**src/rtl/seq_match_scheduler.sv**
```systemverilog
// Round-robin scheduler sharing one programmable bit-pattern matcher across NCH serial channels.
// Optional per-channel saturating match counters are built when SEQ_MATCH_CNT_EN is defined.
module seq_match_scheduler #(
  parameter int NCH = 4,
  parameter int PW  = 8,
  parameter int CW  = 16
) (
  input  logic                      clk,
  input  logic                      rst,
  input  logic                      enable,
  input  logic [NCH-1:0]            ch_valid,
  input  logic [NCH-1:0]            ch_din,
  output logic [NCH-1:0]            ch_ready,
  input  logic                      cfg_we,
  input  logic [PW-1:0]             cfg_pattern,
  input  logic [$clog2(PW+1)-1:0]   cfg_len,
  input  logic                      cfg_overlap,
  output logic                      cfg_err,
  output logic                      match_valid,
  output logic [$clog2(NCH)-1:0]    match_ch
`ifdef SEQ_MATCH_CNT_EN
  ,
  input  logic [$clog2(NCH)-1:0]    cnt_sel,
  output logic [CW-1:0]             cnt_data
`endif
);

  localparam int CHW = $clog2(NCH);
  localparam int LW  = $clog2(PW + 1);

  if (NCH < 2 || NCH > 16 || PW < 2 || CW < 1) begin : g_bad_param
    $error("seq_match_scheduler: parameter out of range");
  end

  logic [CHW-1:0] ptr;
  logic [PW-1:0]  pat;
  logic [LW-1:0]  len;
  logic           ovl;
  logic [PW-1:0]  hist [NCH];
  logic [LW-1:0]  fill [NCH];

  logic           found;
  logic [CHW-1:0] cand;
  logic [CHW-1:0] g_idx;
  logic           xfer;
  logic           accept;
  logic [PW-1:0]  mask;
  logic [PW-1:0]  hist_nx;
  logic [LW-1:0]  fill_nx;
  logic           hit;

  // NOTE: every signal driven here gets a default first so no path leaves it unassigned (no latch).
  always_comb begin
    found    = 1'b0;
    cand     = '0;
    g_idx    = '0;
    ch_ready = '0;
    for (int k = 1; k <= NCH; k++) begin
      cand = CHW'((int'(ptr) + k) % NCH);
      if (!found && ch_valid[cand]) begin
        found = 1'b1;
        g_idx = cand;
      end
    end
    if (enable && found) ch_ready[g_idx] = 1'b1;
  end

  always_comb begin
    mask = '0;
    for (int b = 0; b < PW; b++) mask[b] = (b < int'(len));
  end

  assign xfer    = enable && found;
  assign accept  = cfg_we && !enable && (cfg_len != '0) && (int'(cfg_len) <= PW);
  assign hist_nx = {hist[g_idx][PW-2:0], ch_din[g_idx]};
  assign fill_nx = (fill[g_idx] < len) ? fill[g_idx] + LW'(1) : len;
  assign hit     = xfer && (fill_nx >= len) && ((hist_nx & mask) == (pat & mask));

  // NOTE: state registers use non-blocking assignments so every flop samples pre-edge values.
  // NOTE: histories and fill counts are small flop arrays that must reset, unlike a RAM.
  always_ff @(posedge clk or posedge rst) begin
    if (rst) begin
      ptr         <= CHW'(NCH - 1);
      pat         <= '0;
      len         <= LW'(1);
      ovl         <= 1'b0;
      cfg_err     <= 1'b0;
      match_valid <= 1'b0;
      match_ch    <= '0;
      for (int i = 0; i < NCH; i++) begin
        hist[i] <= '0;
        fill[i] <= '0;
      end
    end else begin
      cfg_err     <= cfg_we && !accept;
      match_valid <= hit;
      if (hit) match_ch <= g_idx;
      if (accept) begin
        pat <= cfg_pattern;
        len <= cfg_len;
        ovl <= cfg_overlap;
        ptr <= CHW'(NCH - 1);
        for (int i = 0; i < NCH; i++) begin
          hist[i] <= '0;
          fill[i] <= '0;
        end
      end else if (xfer) begin
        ptr         <= g_idx;
        hist[g_idx] <= hist_nx;
        // Non-overlapping mode restarts the count so the next match needs len fresh bits.
        fill[g_idx] <= (hit && !ovl) ? '0 : fill_nx;
      end
    end
  end

`ifdef SEQ_MATCH_CNT_EN
  logic [CW-1:0] cnt [NCH];

  always_ff @(posedge clk or posedge rst) begin
    if (rst) begin
      for (int i = 0; i < NCH; i++) cnt[i] <= '0;
    end else if (accept) begin
      for (int i = 0; i < NCH; i++) cnt[i] <= '0;
    end else if (hit && cnt[g_idx] != '1) begin
      cnt[g_idx] <= cnt[g_idx] + CW'(1);
    end
  end

  assign cnt_data = (int'(cnt_sel) < NCH) ? cnt[cnt_sel] : '0;
`endif

endmodule

```
**config.mk**
```make
export PLATFORM = sky130hd
export DESIGN_NAME = seq_match_scheduler
export DESIGN_NICKNAME = d
export VERILOG_FILES = /design/src/rtl/seq_match_scheduler.sv
export SDC_FILE = /design/constraint.sdc
export NUM_CORES = 1
export LEC_CHECK = 0
export ABC_AREA = 1
export CORE_MARGIN = 1
export CORE_UTILIZATION = 55
export CTS_CLUSTER_DIAMETER = 200
export DETAILED_ROUTE_END_ITERATION = 6
export DONT_BUFFER_PORTS = 1
export PLACE_DENSITY = 0.75
export RECOVER_POWER = 50
export SLEW_MARGIN = 20
export SYNTH_ARGS = -nofsm -noshare
export SYNTH_HDL_FRONTEND = slang
export SYNTH_SLANG_ARGS = --single-unit
```
**constraint.sdc**
```tcl
create_clock -name clk -period 5.9 [get_ports clk]
set_clock_uncertainty 0.2 [all_clocks]
set_input_delay 1.18 -clock clk [delete_from_list [all_inputs] [get_ports clk]]
set_output_delay 1.18 -clock clk [all_outputs]
set_load 0.05 [all_outputs]
```
---- After elaboration in Yosys (flattened, before gate mapping) ----
Index checks and enable logic that the tools add are counted.
storage, ports and cells
  register bits after elaboration ......... 67
  output and inout bits ................... 8
operators by class
  bitwise logic cells ..................... 3
  order comparisons ....................... 19
  multiplexer cells ....................... 41
  add/sub/neg operators ................... 5
  equal/unequal tests ..................... 1
  reductions and logical operators ........ 21
operators with widths
  kind                 number
  $mux 32              2
  $bwmux 32            1
  $mux 16              2
  $mux 4               6
  $and 8x8->8          2
  $bmux 8 s2           1
  $bwmux 16            1
  $demux 8 s2          1
  $lt 3x4->1 const A   4
  $lt 2x3->1 const B   5
  $mux 7               2
  $logic_and 1x1->1    13
  $mux 2               6
  $bmux 1 s2           5
  $mux 1               10
  $bmux 4 s2           1
  $demux 4 s2          1
  $eq 8x8->1           1
  $lt 1x4->1 const A   2
  $lt 2x4->1 const A   2
  $mux 8               1
  $logic_not 1->1      6
  $add 2x1->2 const B  2
  $add 2x2->2 const B  2
  other kinds (11)     11

---- Logic depth before layout (Yosys ltp) ----
Gate-level depths: netlist (run 1).
  depth in word-level cells ............... 27
  depth in mapped cells ................... 34

---- Least setup slack after synthesis (run 1) ----
Ideal clock, no wire load.
  path type ............................... in2reg
  from .................................... in ch_valid[3]
  to ...................................... reg fill[10] (netlist name)
  data required time ...................... 5.579 ns
  data arrival time ....................... 4.357 ns
  library setup time ...................... 0.121 ns
  stages .................................. 28
  slack ................................... 1.223 ns
  cell sequence ........................... nand2_1 > nand2_1 > nand2_1 > nand2_1 > nor2_4 > nand3_4 > nand3_4 > buf_6 > buf_8 > nand3_2 > o21ai_1 > nor2_2 > ha_1 > a21oi_1 > nand2_2 > nand2_1 > nand2_1 > ha_1 > inv_1 > nor2_1 > o211ai_1 > a31oi_1 > nand3_1 > nor2_2 > nand3_4 > buf_6 > nand3_1 > nand2_1
between the ends
  cells in the longest elaborated chain, start to end .. 26
  elaborated cells between the ends (all ways) .. 51
  those cells by class .................... add/sub (1); order compare (4); eq/ne (1); mux (31); bitwise (2); reduce/logical (12)
RTL lines
  item                             line  RTL
  start: declaration               11    input logic [NCH-1:0] ch_valid,
  $bmux 1 s2                       60    if (!found && ch_valid[cand]) begin
  $mux 1 (implied by the code)     60
  $mux 1                           60
  $logic_not 1->1                  60
  $logic_and 1x1->1                60
  $mux 1                           60
  $logic_not 1->1                  60
  $logic_and 1x1->1                60
  [9 not listed]                   --
  $mux 4                           76    assign fill_nx = (fill[g_idx] < len) ? fill[g_idx] + LW'(1) : len;
  $ge 4x4->1                       77    assign hit = xfer && (fill_nx >= len) && ((hist_nx & mask) == (pat & mask));
  $logic_and 1x1->1 (2 in series)  77
  $logic_and 1x1->1                111   fill[g_idx] <= (hit && !ovl) ? '0 : fill_nx;
  $mux 4                           111
  $bwmux 16                        111
  $mux 16                          107   end else if (xfer) begin
  $mux 16                          98    if (accept) begin
  end signal: indexed assignment   111
  end: declaration                 40    logic [LW-1:0] fill [NCH];
Parallel ways exist; a longest one is shown, timed or not. The select of a mux whose other input is x is not followed.
A chain may end at the register's enable or synchronous reset.

---- Worst setup path in the final report (run 1) ----
  from .................................... in ch_valid[0]
  to ...................................... reg fill[15] (netlist name)
Same word-level chain as after synthesis.

==> results of run 1 <==
[worst max path at each step]
stage                start  slack, ps  endpoint  cells after the start
3_3_place_gp   ch_valid[0]        740   fill[8]                     28
6_report       ch_valid[0]        920  fill[15]                     28
2_1_floorplan  ch_valid[3]       1220  fill[10]                     28
5_1_grt        ch_valid[0]        580   fill[6]                     28
3_5_place_dp   ch_valid[0]        660   fill[8]                     28
4_1_cts        ch_valid[0]       1020  fill[15]                     28
[state kept, by name, indices dropped and copies added, names as in the netlist]
register,flops
ovl,1
match_valid,1
len,4
pat,8
hist,28
match_ch,2
cfg_err,1
fill,16
ptr,2
[critical path, stage by stage]
cell,delay [ps]
sky130_fd_sc_hd__nand2_1,40
sky130_fd_sc_hd__nand2_2,110
sky130_fd_sc_hd__nand2_1,80
sky130_fd_sc_hd__nand2_2,100
sky130_fd_sc_hd__inv_1,80
sky130_fd_sc_hd__nand2_1,70
sky130_fd_sc_hd__inv_1,40
sky130_fd_sc_hd__nand2_1,80
sky130_fd_sc_hd__nand2_4,160
sky130_fd_sc_hd__inv_2,320
sky130_fd_sc_hd__nand2_2,150
sky130_fd_sc_hd__o21ai_1,200
sky130_fd_sc_hd__nor2_2,90
sky130_fd_sc_hd__ha_1,290
sky130_fd_sc_hd__a21oi_1,260
sky130_fd_sc_hd__nand2_2,150
sky130_fd_sc_hd__nand2_1,90
sky130_fd_sc_hd__nand2_1,130
sky130_fd_sc_hd__ha_1,330
sky130_fd_sc_hd__inv_1,40
sky130_fd_sc_hd__nor2_1,100
sky130_fd_sc_hd__o211ai_1,90
sky130_fd_sc_hd__a31oi_1,170
sky130_fd_sc_hd__nand3_1,110
sky130_fd_sc_hd__nor2_2,160
sky130_fd_sc_hd__nand3_4,190
sky130_fd_sc_hd__nand3_1,130
sky130_fd_sc_hd__nand2_1,50
[layer usage]
layer | vias to the layer above | wire length [µm] | part of all wire (%)
met5 | - | 0 | 0
met4 | 0 | 220 | 2.4
met3 | 20 | 601 | 6.4
met2 | 117 | 4340 | 46
met1 | 1590 | 4200 | 45
li1 | 1668 | - | -
[final cells by class]
class | count | area [µm²] | area share, %
Clock inverter | 7 | 95.1 | 2.34
Inverter | 70 | 268 | 6.60
Timing Repair Buffer | 4 | 26.3 | 0.648
Clock buffer | 9 | 124 | 3.05
Tap cell | 77 | 96.3 | 2.38
Multi-Input combinational cell | 373 | 1870 | 46.0
Sequential cell | 63 | 1580 | 39.0
[cell usage after synthesis, types with 5 or more instances]
cell	instances	area share [%]
sky130_fd_sc_hd__inv_1	64	6.3
sky130_fd_sc_hd__nand4_1	10	1.6
sky130_fd_sc_hd__nor2_1	15	1.5
sky130_fd_sc_hd__nand2_4	5	1.5
sky130_fd_sc_hd__o22ai_1	11	1.8
sky130_fd_sc_hd__ha_1	8	2.6
sky130_fd_sc_hd__nand2_1	195	19
sky130_fd_sc_hd__dfrtp_1	60	40
sky130_fd_sc_hd__buf_6	5	1.5
sky130_fd_sc_hd__nor2_2	5	0.82
sky130_fd_sc_hd__o21ai_1	10	1.3
sky130_fd_sc_hd__o21ai_0	36	4.7
sky130_fd_sc_hd__nand2_2	10	1.6
sky130_fd_sc_hd__nand3_1	42	5.5
[per-stage QoR]
stage	hold slack (ps)	instances
2_1_floorplan	244	515
3_3_place_gp	265	587
3_5_place_dp	267	587
4_1_cts	286	603
5_1_grt	310	603
6_report	288	603
[kinds of logic (layout without fill, tap and decap cells)]
logic type      count (synthesis)  count (layout)  share of synthesized area, %
xor+xnor                        1               1                         0.231
flops                          63              63                          41.6
simple gates                  298             298                          36.9
fa+ha+maj                       8               8                          2.64
compound gates                 66              66                          9.39
buf+inv                        79              90                          9.26
==> run metrics, run 1 <==
result of the run finished with violations; failing checks max-capacitance violations, max-slew violations; global-route usage over all layers 28.3%; syn_nets 548; overall via count from detail_route 3395; Max FO, Critical Path 17; routed length per placed instance 15.5 µm; share of async-settable or async-resettable flops after synthesis 100%; Avg Synthesized Cell Area 7.37 µm²; Worst-Margin Slew 3240 ps; antenna cells 0; final-report setup violation count 0; gp weighted congestion 0.937; clock latency of the later-clocked register in the worst-skew pair 350 ps; Net count, final 554; number of enable-type register cells in the synthesized netlist 0; worst setup slack before clock tree synthesis 659 ps; # resized after CTS 0; endpoints failing hold 0; number of max-capacitance violations reported 1; endpoint required time on the critical path 5930 ps; worst hold path type reg2reg; height of the chip 85.1 µm; DRC errors left 0; number of max-slew violations in the final report 64; critical register-to-register path endpoint fill[15]; area of the core 6490 µm²; Worst R2R Path Depth 28; busiest metal layer after global routing met2; count of cells along the worst hold path 2; # hold bufs at CTS 0; launch point of the worst reg-to-reg path ptr[0]; Initial Util 58.5%; worst setup slack for register-to-register paths 970 ps; sequential element share of the synthesized area 41.6%; growth of design area from synthesis to finish 6.79%; CTS Sinks 63; met2 layer usage reported by global route 44.3%; htree depth 3; post-detailed-placement cell area 3840 µm²; antenna-violating nets left 0; grt met3 use 7.30%; fraction of the core area covered by cells at the end of the flow 62.4%; flip-flop cell with the highest count after synthesis sky130_fd_sc_hd__dfrtp_1; worst path arrival time 5010 ps; post-CTS setup buffer count 0; kind of critical path in2reg; met1 capacity usage during global routing 38.0%; clock root cell sky130_fd_sc_hd__clkbuf_8; hold endpoint fill[5]; fill count 592; antenna violations before repair 0; Critical Path End Type flip-flop; Synth warnings 0; worst slew margin relative to its limit -116%; die extent in x 85.1 µm; total congestion overflow after global routing 0; cell area after synthesis 3800 µm²; number of unique standard cell types used by synthesis 32; cts bufs inserted 9; TritonCTS clock tree built; share of layout cells above drive strength 1 11.4%; Final HPWL DP 6.82 mm; Iter 0 DRT Violations 336; first-pass GRT wire length 15.8 mm; mean number of vias per cell 5.63; area enclosed by the die boundary 7240 µm²; min-delay src fill[5]; pin count of the biggest net entering global routing 64; number of placement rows 29; number of port buffers 0; area of all placed cells without fillers 4060 µm²; TritonRoute pass-1 iters 5; commonest cells after routing, fill and taps aside sky130_fd_sc_hd__nand2_1 (195), sky130_fd_sc_hd__inv_1 (64), sky130_fd_sc_hd__dfrtp_1 (60); CTS clock-pin slew for the worst setup and hold paths 70 ps; I/O pin total 33; Peak Freq 201 MHz; critical path startpoint category input pin; instance count of the mapped netlist 515; Seq cells post-synth 63; final worst slack 923 ps; Final period util 84.4%; overall routed net length 9.36 mm; maximum buffer depth of the clock tree 2; number of global-route vias before repair 3354; total negative setup slack 0 ps; RSZ-0062 raised after global routing false; most common cell after layout, fill and taps aside sky130_fd_sc_hd__nand2_1; time the worst path needs with I/O delays and setup 4980 ps
Power of run 1 is left out: the tool's default activity adds up to more than one toggle a clock period on the data nets, which glitch-free logic cannot reach.
==> run 2: changes to the inputs <==
--- a/config.mk
+++ b/config.mk
@@ -5,7 +5,7 @@
 export SDC_FILE = /design/constraint.sdc
 export NUM_CORES = 1
 export LEC_CHECK = 0
-export ABC_AREA = 1
+export ABC_AREA = 0
 export CORE_MARGIN = 1
 export CORE_UTILIZATION = 55
 export CTS_CLUSTER_DIAMETER = 200
==> constraint.sdc (replaced) <==
create_clock -name clk -period 5 [get_ports clk]
set_clock_uncertainty 0.2 [all_clocks]
set_input_delay 1 -clock clk [delete_from_list [all_inputs] [get_ports clk]]
set_output_delay 1 -clock clk [all_outputs]
set_load 0.05 [all_outputs]
==> run 2 against run 1 <==
- the flow still finishes with violations (max-capacitance violations, max-slew violations)
- sequential share of layout area down 1.9 points
- register-to-register slack worse by 810 ps
- routed wire length rose by 1.1%
- critical path depth is 4 lower
- largest cell class unchanged
- highest routed layer unchanged
==> run metrics, run 2 <==
total congestion overflow after global routing 0 (unchanged); share of async-settable or async-resettable flops after synthesis 100% (unchanged); Max FO, Critical Path 16 (was 17); number of global-route vias before repair 3037 (was 3354); worst setup slack for register-to-register paths 160 ps (was 970 ps); TritonRoute pass-1 iters 6 (was 5); syn_nets 447 (was 548); fraction of post-synthesis cell area in the top cell type by area 39.1% (was 39.5%); Net count, final 459 (was 554); area enclosed by the die boundary 7320 µm² (was 7240 µm²); CTS Sinks 63 (unchanged); number of max-slew violations in the final report 64 (unchanged); Iter 0 DRT Violations 281 (was 336); area of the core 6760 µm² (was 6490 µm²); final worst slack 127 ps (was 923 ps); antenna-violating nets left 0 (unchanged); endpoints failing hold 0 (unchanged); maximum buffer depth of the clock tree 2 (unchanged); worst slew margin relative to its limit -119% (was -116%); antenna cells 0 (unchanged); met1 capacity usage during global routing 34.9% (was 38.0%); grt met3 use 5.77% (was 7.30%); CTS clock-pin slew for the worst setup and hold paths 70 ps (about the same); total negative setup slack 0 ps (unchanged); I/O pin total 33 (unchanged); die extent in x 85.5 µm (was 85.1 µm); TritonCTS clock tree built (unchanged); number of max-capacitance violations reported 1 (unchanged); sequential element share of the synthesized area 41.2% (was 41.6%); cts bufs inserted 9 (unchanged); number of port buffers 0 (unchanged); htree depth 3 (unchanged); number of flip-flops in the largest register 28 (unchanged); number of placement rows 30 (was 29); Reg with most FFs hist (unchanged); Hold Worst Slack 303 ps (was 288 ps); met2 layer usage reported by global route 41.7% (was 44.3%); number of unique standard cell types used by synthesis 62 (was 32); Final period util 97.5%; most common cell after layout, fill and taps aside sky130_fd_sc_hd__dfrtp_1 (was sky130_fd_sc_hd__nand2_1); Peak Freq 205 MHz; placed cell count 488 (was 587); global-route usage over all layers 26.3% (was 28.3%); pin count of the biggest net entering global routing 64 (unchanged); critical path startpoint category input pin (unchanged); antenna violations before repair 0 (unchanged); failing checks max-capacitance violations, max-slew violations (unchanged); Worst-Margin Slew 3280 ps (was 3240 ps); result of the run finished with violations (unchanged); Seq cells post-synth 63 (unchanged); Avg Synthesized Cell Area 9.27 µm² (was 7.37 µm²); final-report setup violation count 0 (unchanged); number of enable-type register cells in the synthesized netlist 0 (unchanged); mean number of vias per cell 6.39 (was 5.63); flip-flop cell with the highest count after synthesis sky130_fd_sc_hd__dfrtp_1 (unchanged); most area-consuming cells after synthesis sky130_fd_sc_hd__dfrtp_1 (39%), sky130_fd_sc_hd__nand3_1 (7.3%), sky130_fd_sc_hd__o21ai_0 (4.8%) (was sky130_fd_sc_hd__dfrtp_1 (40%), sky130_fd_sc_hd__nand2_1 (19%), sky130_fd_sc_hd__inv_1 (6.3%)); commonest cells after routing, fill and taps aside sky130_fd_sc_hd__dfrtp_1 (60), sky130_fd_sc_hd__nand3_1 (56), sky130_fd_sc_hd__nand2_1 (41) (was sky130_fd_sc_hd__nand2_1 (195), sky130_fd_sc_hd__inv_1 (64), sky130_fd_sc_hd__dfrtp_1 (60)); endpoint required time on the critical path 5040 ps (was 5930 ps); DRC errors left 0 (unchanged); kind of critical path in2reg (unchanged); worst hold path type reg2reg (unchanged); most common library cells after synthesis sky130_fd_sc_hd__dfrtp_1 (60), sky130_fd_sc_hd__nand3_1 (56), sky130_fd_sc_hd__nand2_1 (43) (was sky130_fd_sc_hd__nand2_1 (195), sky130_fd_sc_hd__inv_1 (64), sky130_fd_sc_hd__dfrtp_1 (60)); cell type contributing the most total cell area after synthesis sky130_fd_sc_hd__dfrtp_1 (unchanged); instance count of the mapped netlist 414 (was 515); overall routed net length 9.46 mm (was 9.36 mm); gp weighted congestion 0.956 (was 0.937); Initial Util 56.8% (was 58.5%); clock root cell sky130_fd_sc_hd__clkbuf_8 (unchanged); busiest metal layer after global routing met2 (unchanged); first-pass GRT wire length 14.8 mm (was 15.8 mm); maximum ir drop on the vdd rail 0.000206 V; cell area after synthesis 3840 µm² (was 3800 µm²); time the worst path needs with I/O delays and setup 4870 ps; worst path arrival time 4920 ps (was 5010 ps); Synth warnings 0 (unchanged); number of standard cells in the final layout excluding fillers 511 (was 603); routed length per placed instance 18.5 µm (was 15.5 µm); clock latency of the later-clocked register in the worst-skew pair 340 ps (was 350 ps); worst setup slack before clock tree synthesis -178 ps (was 659 ps); Pwr Density 572 nW/µm²; growth of design area from synthesis to finish 11.0% (was 6.79%); height of the chip 85.5 µm (was 85.1 µm); top-count cell post-synth sky130_fd_sc_hd__dfrtp_1 (was sky130_fd_sc_hd__nand2_1); leakage 0.00191 µW; overall via count from detail_route 3263 (was 3395); Critical Path End Type flip-flop (unchanged); registers with the highest flip-flop counts hist (28), fill (16), pat (8) (unchanged); share of layout cells above drive strength 1 20.0% (was 11.4%); Final HPWL DP 6.37 mm (was 6.82 mm)
-- run 2: per-layer routing --
metal / share of wire, % / routed length, µm
met3: 7.5 / 710
met2: 47 / 4440
met5: 0 / 0
met1: 43 / 4040
met4: 2.8 / 267
-- run 2: cell type report --
class                   instances  area, µm²
fillers                       549       2500
multi-input cells             303       2060
flip-flops and latches         63       1580
repair buffers                 31        241
clock buffers                  12        135
well taps                      80        100
clock inverters                 4       72.6
inverters                      18       67.6
-- run 2: critical path: stages --
cell	delay (ps)
sky130_fd_sc_hd__nand2b_1	60
sky130_fd_sc_hd__a22o_1	240
sky130_fd_sc_hd__a21o_1	230
sky130_fd_sc_hd__nor2_1	100
sky130_fd_sc_hd__nor2_1	60
sky130_fd_sc_hd__o21ai_2	130
sky130_fd_sc_hd__inv_1	60
sky130_fd_sc_hd__ha_1	310
sky130_fd_sc_hd__a21o_1	180
sky130_fd_sc_hd__a21oi_2	140
sky130_fd_sc_hd__nand2_2	110
sky130_fd_sc_hd__nor4bb_4	350
sky130_fd_sc_hd__nor3_4	100
sky130_fd_sc_hd__o21ai_1	140
sky130_fd_sc_hd__inv_1	70
sky130_fd_sc_hd__ha_1	290
sky130_fd_sc_hd__nand2b_1	150
sky130_fd_sc_hd__a21o_1	150
sky130_fd_sc_hd__a21o_1	180
sky130_fd_sc_hd__a21oi_2	180
sky130_fd_sc_hd__nor4_2	80
sky130_fd_sc_hd__and3b_1	210
sky130_fd_sc_hd__buf_12	160
sky130_fd_sc_hd__o31ai_1	240
-- run 2: worst paths after layout --
path	start	end	depth (start not counted)
min in group asynchronous	rst	hist[18]	2
hold reg to reg	fill[4]	fill[4]	2
setup / recovery	ch_valid[2]	fill[15]	24
setup reg to reg	ptr[1]	fill[15]	24
max in group asynchronous	rst	fill[9]	2
hold / removal	fill[4]	fill[4]	2
-- run 2: power by group --
group | switching (µW) | internal (µW)
Sequential | 160 | 672
Clock | 194 | 281
Combinational | 642 | 489
-- run 2: metrics by stage --
step                total power (µW)  area, µm²  utilization (%)
floorplan                       1580       3880                -
global placement                1820       3940             58.3
detailed placement              1860       3940             58.3
CTS                             2340       4150             61.4
global route                    2580       4260             63.1
finish                          2440       4260             63.1
-- run 2: logic make-up after synthesis --
group,Yosys count,synth area share (%)
AO/OA/AOI/OAI,102,18.2
XOR/XNOR,8,1.83
adder cells (fa/ha/maj),8,2.61
buffers and inverters,48,7.56
flip-flops,63,41.2
multiplexers,28,8.15
AND/OR/NAND/NOR,157,20.5
-- run 2: repair_timing --
item	4_1_cts	5_1_grt
setup endpoints to repair	0	17
hold buffers	0	0
buffers inserted	0	7
resized for setup	0	10
Note: power is estimated with default switching activity, not from simulation.
